===== src/rtl/uart_pkg.sv =====
// Shared UART receive definitions: FSM encoding, parity types, prescales.
// Used by uart_rx and its testbench.
package uart_pkg;

    localparam logic [2:0] ST_IDLE   = 3'd0;
    localparam logic [2:0] ST_START  = 3'd1;
    localparam logic [2:0] ST_DATA   = 3'd2;
    localparam logic [2:0] ST_PARITY = 3'd3;
    localparam logic [2:0] ST_STOP   = 3'd4;

    localparam logic PARITY_EVEN = 1'b0;
    localparam logic PARITY_ODD  = 1'b1;

    localparam logic [5:0] PRESCALE_8  = 6'd8;
    localparam logic [5:0] PRESCALE_16 = 6'd16;
    localparam logic [5:0] PRESCALE_32 = 6'd32;

endpackage


===== src/rtl/rx_data_sampler.sv =====
// Mid-bit sample point and bit-end detection for the UART receiver.
// UART_RX_MAJORITY_EN selects a 2-of-3 vote around the mid-bit point.
module rx_data_sampler (
`ifdef UART_RX_MAJORITY_EN
    input  logic       CLK,
    input  logic       Reset,
`endif
    input  logic       rx_i,
    input  logic [5:0] prescale_i,
    input  logic [5:0] edge_cnt_i,
    output logic       sampled_bit_o,
    output logic       sample_strobe_o,
    output logic       last_edge_o
);

    logic [5:0] half;

    assign half        = {1'b0, prescale_i[5:1]};
    assign last_edge_o = (edge_cnt_i == prescale_i - 6'd1);

`ifdef UART_RX_MAJORITY_EN
    logic s0_q;
    logic s1_q;

    always_ff @(posedge CLK or negedge Reset) begin
        if (!Reset) begin
            s0_q <= 1'b1;
            s1_q <= 1'b1;
        end else begin
            if (edge_cnt_i == half - 6'd1) s0_q <= rx_i;
            if (edge_cnt_i == half)        s1_q <= rx_i;
        end
    end

    // Third vote is the live line one cycle past mid-bit.
    assign sample_strobe_o = (edge_cnt_i == half + 6'd1);
    assign sampled_bit_o   = (s0_q & s1_q) | (s0_q & rx_i) | (s1_q & rx_i);
`else
    assign sample_strobe_o = (edge_cnt_i == half);
    assign sampled_bit_o   = rx_i;
`endif

endmodule


===== src/rtl/uart_rx.sv =====
// UART receiver: start/data/parity/stop FSM with one-cycle result pulses.
// Define UART_RX_MAJORITY_EN for 3-sample majority voting per bit.
module uart_rx
    import uart_pkg::*;
#(
    parameter int width = 8
) (
    input  logic             CLK,
    input  logic             Reset,
    input  logic             RX_IN,
    input  logic [5:0]       Prescale,
    input  logic             Parity_EN,
    input  logic             Parity_type,
    output logic [width-1:0] P_DATA,
    output logic             Data_valid,
    output logic             Parity_error,
    output logic             Stop_error
);

    localparam int BW = (width > 1) ? $clog2(width) : 1;

    logic [2:0]       state_q, state_d;
    logic [5:0]       edge_q, edge_d;
    logic [BW-1:0]    bit_q, bit_d;
    logic [width-1:0] shift_q, shift_d;
    logic [width-1:0] pdata_q, pdata_d;
    logic [5:0]       presc_q, presc_d;
    logic             pen_q, pen_d;
    logic             ptype_q, ptype_d;
    logic             par_err_q, par_err_d;
    logic             stop_bit_q, stop_bit_d;
    logic             valid_q, valid_d;
    logic             perr_q, perr_d;
    logic             serr_q, serr_d;

    logic smp_bit;
    logic smp_stb;
    logic last_edge;
    logic exp_par;

    rx_data_sampler u_sampler (
`ifdef UART_RX_MAJORITY_EN
        .CLK            (CLK),
        .Reset          (Reset),
`endif
        .rx_i           (RX_IN),
        .prescale_i     (presc_q),
        .edge_cnt_i     (edge_q),
        .sampled_bit_o  (smp_bit),
        .sample_strobe_o(smp_stb),
        .last_edge_o    (last_edge)
    );

    assign exp_par = (ptype_q == PARITY_ODD) ? ~(^shift_q) : (^shift_q);

    always_comb begin
        state_d    = state_q;
        edge_d     = edge_q;
        bit_d      = bit_q;
        shift_d    = shift_q;
        pdata_d    = pdata_q;
        presc_d    = presc_q;
        pen_d      = pen_q;
        ptype_d    = ptype_q;
        par_err_d  = par_err_q;
        stop_bit_d = stop_bit_q;
        valid_d    = 1'b0;
        perr_d     = 1'b0;
        serr_d     = 1'b0;
        unique case (state_q)
            ST_IDLE: begin
                // The detecting cycle is edge 0 of the start bit.
                if (!RX_IN) begin
                    state_d   = ST_START;
                    edge_d    = 6'd1;
                    bit_d     = '0;
                    presc_d   = Prescale;
                    pen_d     = Parity_EN;
                    ptype_d   = Parity_type;
                    par_err_d = 1'b0;
                end
            end
            ST_START: begin
                edge_d = edge_q + 6'd1;
                if (smp_stb && smp_bit) begin
                    state_d = ST_IDLE;
                    edge_d  = '0;
                end else if (last_edge) begin
                    state_d = ST_DATA;
                    edge_d  = '0;
                end
            end
            ST_DATA: begin
                edge_d = edge_q + 6'd1;
                if (smp_stb) shift_d = {smp_bit, shift_q[width-1:1]};
                if (last_edge) begin
                    edge_d = '0;
                    if (bit_q == BW'(width - 1)) begin
                        bit_d   = '0;
                        state_d = pen_q ? ST_PARITY : ST_STOP;
                    end else begin
                        bit_d = bit_q + 1'b1;
                    end
                end
            end
            ST_PARITY: begin
                edge_d = edge_q + 6'd1;
                if (smp_stb) par_err_d = (smp_bit != exp_par);
                if (last_edge) begin
                    state_d = ST_STOP;
                    edge_d  = '0;
                end
            end
            ST_STOP: begin
                edge_d = edge_q + 6'd1;
                if (smp_stb) stop_bit_d = smp_bit;
                if (last_edge) begin
                    state_d = ST_IDLE;
                    edge_d  = '0;
                    valid_d = stop_bit_q && !par_err_q;
                    perr_d  = par_err_q;
                    serr_d  = !stop_bit_q;
                    if (stop_bit_q && !par_err_q) pdata_d = shift_q;
                end
            end
            default: begin
                state_d = ST_IDLE;
                edge_d  = '0;
            end
        endcase
    end

    always_ff @(posedge CLK or negedge Reset) begin
        if (!Reset) begin
            state_q    <= ST_IDLE;
            edge_q     <= '0;
            bit_q      <= '0;
            shift_q    <= '0;
            pdata_q    <= '0;
            presc_q    <= '0;
            pen_q      <= 1'b0;
            ptype_q    <= PARITY_EVEN;
            par_err_q  <= 1'b0;
            stop_bit_q <= 1'b1;
            valid_q    <= 1'b0;
            perr_q     <= 1'b0;
            serr_q     <= 1'b0;
        end else begin
            state_q    <= state_d;
            edge_q     <= edge_d;
            bit_q      <= bit_d;
            shift_q    <= shift_d;
            pdata_q    <= pdata_d;
            presc_q    <= presc_d;
            pen_q      <= pen_d;
            ptype_q    <= ptype_d;
            par_err_q  <= par_err_d;
            stop_bit_q <= stop_bit_d;
            valid_q    <= valid_d;
            perr_q     <= perr_d;
            serr_q     <= serr_d;
        end
    end

    assign P_DATA       = pdata_q;
    assign Data_valid   = valid_q;
    assign Parity_error = perr_q;
    assign Stop_error   = serr_q;

endmodule


===== config.mk =====
export PLATFORM = sky130hd
export DESIGN_NAME = uart_rx
export DESIGN_NICKNAME = d
export VERILOG_FILES = /design/src/rtl/uart_pkg.sv /design/src/rtl/rx_data_sampler.sv /design/src/rtl/uart_rx.sv
export SDC_FILE = /design/constraint.sdc
export NUM_CORES = 1
export LEC_CHECK = 0
export CAP_MARGIN = 20
export CORE_MARGIN = 8
export CORE_UTILIZATION = 29
export CTS_CLUSTER_DIAMETER = 30
export DETAILED_ROUTE_END_ITERATION = 8
export PLACE_DENSITY = 0.46
export SLEW_MARGIN = 20
export SYNTH_ARGS = -nofsm -noshare
export SYNTH_HDL_FRONTEND = slang
export SYNTH_SLANG_ARGS = --single-unit

===== constraint.sdc =====
create_clock -name CLK -period 5.85 [get_ports CLK]
set_input_delay 0.585 -clock CLK [delete_from_list [all_inputs] [get_ports CLK]]
set_output_delay 0.585 -clock CLK [all_outputs]
set_load 0.005 [all_outputs]

* After elaboration in Yosys (flattened, before gate mapping)
Index checks and enable logic that the tools add are counted.
** Storage, ports and cells
- Flip-flop bits (word level) :: 41
- Input bits :: 11
- Output and inout port bits :: 11
** Cells by class
- Add/sub/neg operators :: 3
- Equal/unequal tests :: 15
- Muxes and demuxes :: 27
- Bitwise logic cells :: 2
- Reduce and logical (&&, ||, !) cells :: 16
** Operators with widths (number)
- $mux W3 :: 11
- $mux W6 :: 3
- $pmux W6 S3 :: 1
- $pmux W3 S5 :: 1
- $ne A2 B2 Y1 const B :: 6
- $mux W1 :: 9
- $reduce_and A3 Y1 :: 3
- $reduce_xor A8 Y1 :: 1
- $add A6 B1 Y6 const B :: 1
- $eq A3 B2 Y1 const B :: 2
- $eq A3 B3 Y1 const B :: 2
- $eq A6 B5 Y1 :: 1
- $eq A6 B6 Y1 :: 1
- $pmux W3 S2 :: 1
- $reduce_and A2 Y1 :: 3
- $reduce_and A6 Y1 :: 1
- $sub A6 B1 Y6 const B :: 1
- $reduce_bool A2 Y1 :: 2
- $add A3 B1 Y3 const B :: 1
- $eq A3 B1 Y1 const B :: 1
- $logic_not A3 Y1 :: 1
- $ne A3 B3 Y1 const B :: 1
- $reduce_or A3 Y1 :: 1
- $logic_and A1 B1 Y1 :: 2
- other kinds (4) :: 6

* Logic depth before layout (Yosys ltp)
- Word-level depth :: 6
- Depth in mapped cells :: 10
- Mapped depth without buffers :: 8

* Modules after synthesis
A second synthesis with hierarchy kept.
** Unflattened totals
- Cells, all modules :: 188
- Area total of the unflattened synthesis :: 2172.1 µm²
** By module, submodules not included
- uart_rx :: times used 1, cells each 158, area each 1945.6 µm², sequential area each 1027.2 µm²
- rx_data_sampler :: times used 1, cells each 30, area each 226.5 µm², sequential area each 0.0 µm²

* Least setup slack after synthesis
No wires, ideal clock.
- Path type :: register -> register
- From :: register presc_q[0]
- To :: register pdata_q[0], in the netlist P_DATA[0]
- Arrival time :: 2739 ps
- Required time :: 5725 ps
- Path slack :: 2986 ps
- Cell stages (with the launch flop) :: 11
- Buffers on the path :: 2
- Period minus slack after synthesis :: 2864 ps
- Path through :: dfrtp_1 inv_1 ha_1 nor2b_1 or3_1 a31o_1 or3_1 buf_6 or4b_4 buf_6 mux2_4
** On the way
- Word-level cells in the longest chain between the ends :: 3
** Ends and longest elaborated chain
- from (decl) :: line uart_rx.sv:27 : logic [5:0] presc_q, presc_d;
- from (signal assigned) :: line uart_rx.sv:154 : presc_q <= presc_d;
- $sub A6 B1 Y6 :: line rx_data_sampler.sv:19 : assign last_edge_o = (edge_cnt_i == prescale_i - 6'd1);
- $eq A6 B6 Y1 :: line rx_data_sampler.sv:19
- $reduce_and A3 Y1 (no source line)
- to (signal assigned) :: line uart_rx.sv:153 : pdata_q <= pdata_d;
- to (decl) :: line uart_rx.sv:26 : logic [width-1:0] pdata_q, pdata_d;
Every way passes these cells.
A chain may end at the register's enable or synchronous reset.

* Worst setup path in the final report
- From :: register presc_q[0]
- To :: register pdata_q[3], in the netlist P_DATA[3]
The elaborated chain is that of the path after synthesis.

==> metrics.md <==
| Metric | Value |
|---|---|
| Total overflow reported by the global router | `0` |
| Post-layout minimum cycle time | `3.022 ns` |
| Outcome | `finished, final reports clean` |
| Reg2Reg Setup Slack | `2.83 ns` |
| Final-stage net count | `227` |
| Slew headroom | `0.3830` |
| Setup-violating endpoint count in the final report | `0` |
| Crit path launch type | `flip-flop` |
| Terminus of the critical flop-to-flop path | `P_DATA[3]$_DFFE_PN0P_` |
| Category of the most critical setup path | `reg2reg` |
| Achievable clock frequency | `330.9 MHz` |
| Area of the mapped netlist | `2167 um2` |
| Final hold viol count | `0` |
| Synth async-reset ratio | `1.000` |
| Combinational share of power | `0.390` |
| Switching power | `0.0004137 W` |
| Count of flip-flops with a built-in enable after synthesis | `0` |
| Drt pass-1 iters | `4` |
| Fraction of the yosys area taken by sequential cells | `0.4740` |
| Sum of net half-perimeters after detailed placement | `2.981 mm` |
| Relative contribution of sequential cells to total power | `0.411` |
| Pwr per Cell Area | `439.8 nW/um2` |
| Total number of vias | `1442` |
| Mapped Nets | `208` |
| Number of different library cells in the post-synthesis netlist | `41` |
| Ant. Diodes | `0` |
| Initial core utilization | `0.2988` |
| Post-route insts no fill | `312` |
| CTS tree | `done` |
| Net switching fraction of the power | `0.3670` |
| Fraction of layout instances using a drive strength above 1 | `0.1925` |
| Total GRT Usage | `0.08611` |
| Required time of the worst setup path | `6.03 ns` |
| Internal power consumption | `0.0007137 W` |
| Max FO, Critical Path | `10` |
| Drt drc | `0` |
| Top FF cell, synth | `sky130_fd_sc_hd__dfrtp_1` |
| Unrepaired setup endpoints after global routing | `false` |
| Number of synthesis warnings | `0` |
| Vias in the first global route | `1444` |
| Routed length on met1 | `2.088 mm` |
| Worst hold path type | `in2async` |
| Reg clk slew, reported paths | `0.08 ns` |
| Tightest Pin Transition | `0.9254 ns` |
| Cells after DPL | `304` |
| Top routing layer used | `met4` |
| Floorplan die width | `102.4 um` |
| Maximum capacitance violations | `0` |
| Cell types with the highest counts after synthesis | `sky130_fd_sc_hd__dfrtp_1, sky130_fd_sc_hd__mux2_2, sky130_fd_sc_hd__xnor2_1` |
| CP arrival | `3.20 ns` |
| Antenna violation net count after detailed routing | `0` |
| Clock Latency Late Sink | `0.29 ns` |
| Startpoint of the most critical register-to-register path | `presc_q[0]$_DFFE_PN0P_` |
| Clock Path Buffers | `2` |
| Cell with the most instances after synthesis | `sky130_fd_sc_hd__dfrtp_1` |
| Number of cells on the worst reg-to-reg path | `8` |
| Library cell occupying the most area in the post-synthesis netlist | `sky130_fd_sc_hd__dfrtp_1` |
| Final Routed Wirelength | `4.147 mm` |
| Number of sinks driven by the clock tree | `41` |
| Number of input and output port buffers inserted | `21` |
| Avg Vias per Cell | `4.622` |
| Largest net degree at the start of global routing | `42` |
| Quantity of gates resized following cts | `0` |
| Per-cell routed wire length | `13.29 um` |
| Final RePlAce weighted congestion | `0.7758` |
| Number of hold buffers added after cts | `0` |
| Worst IR drop on VDD | `0.0001800 V` |
| Area share of the leading cell type in the synthesized netlist | `0.4619` |
| Dominant cells by area after synthesis | `sky130_fd_sc_hd__dfrtp_1, sky130_fd_sc_hd__mux2_2, sky130_fd_sc_hd__mux2_4` |
| WL met3 | `140 um` |
| Die outline area | `10500 um2` |
| Antenna violations before repair | `0` |
| Number of rows created at floorplan | `31` |
| Number of I/O pins | `22` |
| Synthesized flop and latch total | `41` |
| Final Cycle Share | `0.5166` |
| Root cell of the clock tree | `sky130_fd_sc_hd__clkbuf_8` |
| Floorplan die height | `102.4 um` |
| Number of buffers created by CTS | `5` |
| Filler Cells Inserted | `757` |
| Wire length of the first global-routing pass | `7.086 mm` |
| Clock Skews | `0.005398 ns` |
| Number of slew-limit violations in the final report | `0` |
| Max H-tree Level | `2` |
| Synth-to-Final Area Change | `18.30%` |
| Clock network power share | `0.199` |
| Core occupancy in the finished layout | `0.3535` |
| Count of buffers added by post-CTS timing repair for setup | `0` |
| Amount of wire on met2 after detailed routing | `1.843 mm` |
| LEAKAGE | `1.152 nW` |
| Avg Synthesized Cell Area | `11.23 um2` |
| Count of mapped cells out of synthesis | `193` |
| DRC marker count from the first detailed-route iteration | `68` |
| Category of the worst setup path capture point | `flip-flop` |
| Setup total negative slack | `0 ns` |
| CORE AREA | `7253 um2` |
worst max-delay path, stage by stage (launching register included):
cell and delay, ns:
sky130_fd_sc_hd__dfrtp_1 0.40, sky130_fd_sc_hd__inv_1 0.08, sky130_fd_sc_hd__ha_1 0.23, sky130_fd_sc_hd__nor2b_1 0.13, sky130_fd_sc_hd__or3_1 0.34, sky130_fd_sc_hd__a31o_1 0.22
sky130_fd_sc_hd__or3_1 0.53, sky130_fd_sc_hd__or4b_4 0.65, sky130_fd_sc_hd__mux2_4 0.33
registers in the layout (all words and copies together), names as in the netlist:
name and cells:
shift_q 8, presc_q 6, stop_bit_q 1, Data_valid 1
ptype_q 1, edge_q 6, Stop_error 1, P_DATA 8
par_err_q 1, bit_q 3, state_q 3, pen_q 1
Parity_error 1
cell type report:
class | count | area [um2] | share of cell area
clock buffer | 6 | 72.57 | 0.02831
clock inverter | 2 | 35.03 | 0.01367
inverter | 7 | 26.28 | 0.01025
multi-input combinational | 135 | 1066 | 0.4158
sequential | 41 | 1027 | 0.4007
tap | 99 | 123.9 | 0.04832
timing repair buffer | 22 | 212.7 | 0.08297
power groups by stage:
stage / registers (W) / clock network (W) / logic (W)
2_1_floorplan: 0.000420 / 0 / 0.000391
3_3_place_gp: 0.000470 / 0 / 0.000446
3_5_place_dp: 0.000470 / 0 / 0.000443
4_1_cts: 0.000465 / 0.000233 / 0.000444
5_1_grt: 0.000480 / 0.000243 / 0.000487
6_report: 0.000463 / 0.000224 / 0.000439
layout by cell type (no fill, tap or decap), types with 2 or more instances in the layout:
cell type,n
sky130_fd_sc_hd__nor4_1,2
sky130_fd_sc_hd__a21oi_1,3
sky130_fd_sc_hd__a31oi_1,2
sky130_fd_sc_hd__nand2_1,9
sky130_fd_sc_hd__and2_1,2
sky130_fd_sc_hd__a311oi_1,2
sky130_fd_sc_hd__nor2_1,10
sky130_fd_sc_hd__mux2_2,16
sky130_fd_sc_hd__clkbuf_8,5
sky130_fd_sc_hd__xnor2_1,12
sky130_fd_sc_hd__a22o_1,3
sky130_fd_sc_hd__and3_1,2
sky130_fd_sc_hd__nand3_1,11
sky130_fd_sc_hd__clkdlybuf4s50_1,20
sky130_fd_sc_hd__dfrtp_1,40
sky130_fd_sc_hd__inv_1,7
sky130_fd_sc_hd__or3_1,2
sky130_fd_sc_hd__ha_1,4
sky130_fd_sc_hd__mux2i_1,3
sky130_fd_sc_hd__nor2b_1,5
sky130_fd_sc_hd__o211ai_1,2
sky130_fd_sc_hd__o21ai_0,9
sky130_fd_sc_hd__nor3_1,2
sky130_fd_sc_hd__mux2_4,8
sky130_fd_sc_hd__a21o_1,2
sky130_fd_sc_hd__xor2_1,10
cell families (layout without fill, tap and decap cells):
family	after synthesis	in the layout	share of synthesized area
DFF	41	41	0.4740
and+or+nand+nor	53	53	0.1316
buffers and inverters	17	37	0.03695
xor gates and xnor gates	22	22	0.08891
adders and majority gates	4	4	0.02310
muxes	27	27	0.1524
AOI/OAI and AO/OA	29	29	0.09295
layer usage:
| layer | GRT usage | vias up |
|---|---|---|
| met4 | 0.04289 | 0 |
| li1 | - | 715 |
| met5 | 0 | - |
| met1 | 0.1137 | 700 |
| met2 | 0.1259 | 23 |
| met3 | 0.02316 | 4 |
stage by stage:
stage / setup WS (ns) / power [W] / area [um2] / hold slack (ns)
global route: 2.695 / 0.001210 / 2564 / 0.4985
detailed placement: 2.817 / 0.0009134 / 2456 / 0.4548
finish: 2.828 / 0.001127 / 2564 / 0.4163
CTS: 2.805 / 0.001141 / 2564 / 0.4594
floorplan: 2.986 / 0.0008103 / 2167 / 0.2894
global placement: 2.855 / 0.0009157 / 2456 / 0.4592
worst max-delay path by stage:
stage | start | cells past startpoint | endpoint
after floorplan | presc_q[0]$_DFFE_PN0P_ | 10 | P_DATA[0]$_DFFE_PN0P_
after global placement | presc_q[0]$_DFFE_PN0P_ | 8 | P_DATA[6]$_DFFE_PN0P_
after detailed placement | presc_q[0]$_DFFE_PN0P_ | 8 | P_DATA[6]$_DFFE_PN0P_
after CTS | presc_q[0]$_DFFE_PN0P_ | 8 | P_DATA[3]$_DFFE_PN0P_
after global routing | presc_q[1]$_DFFE_PN0P_ | 8 | P_DATA[3]$_DFFE_PN0P_
final | presc_q[0]$_DFFE_PN0P_ | 8 | P_DATA[3]$_DFFE_PN0P_
No activity file was read; power rests on OpenSTA's default activity.
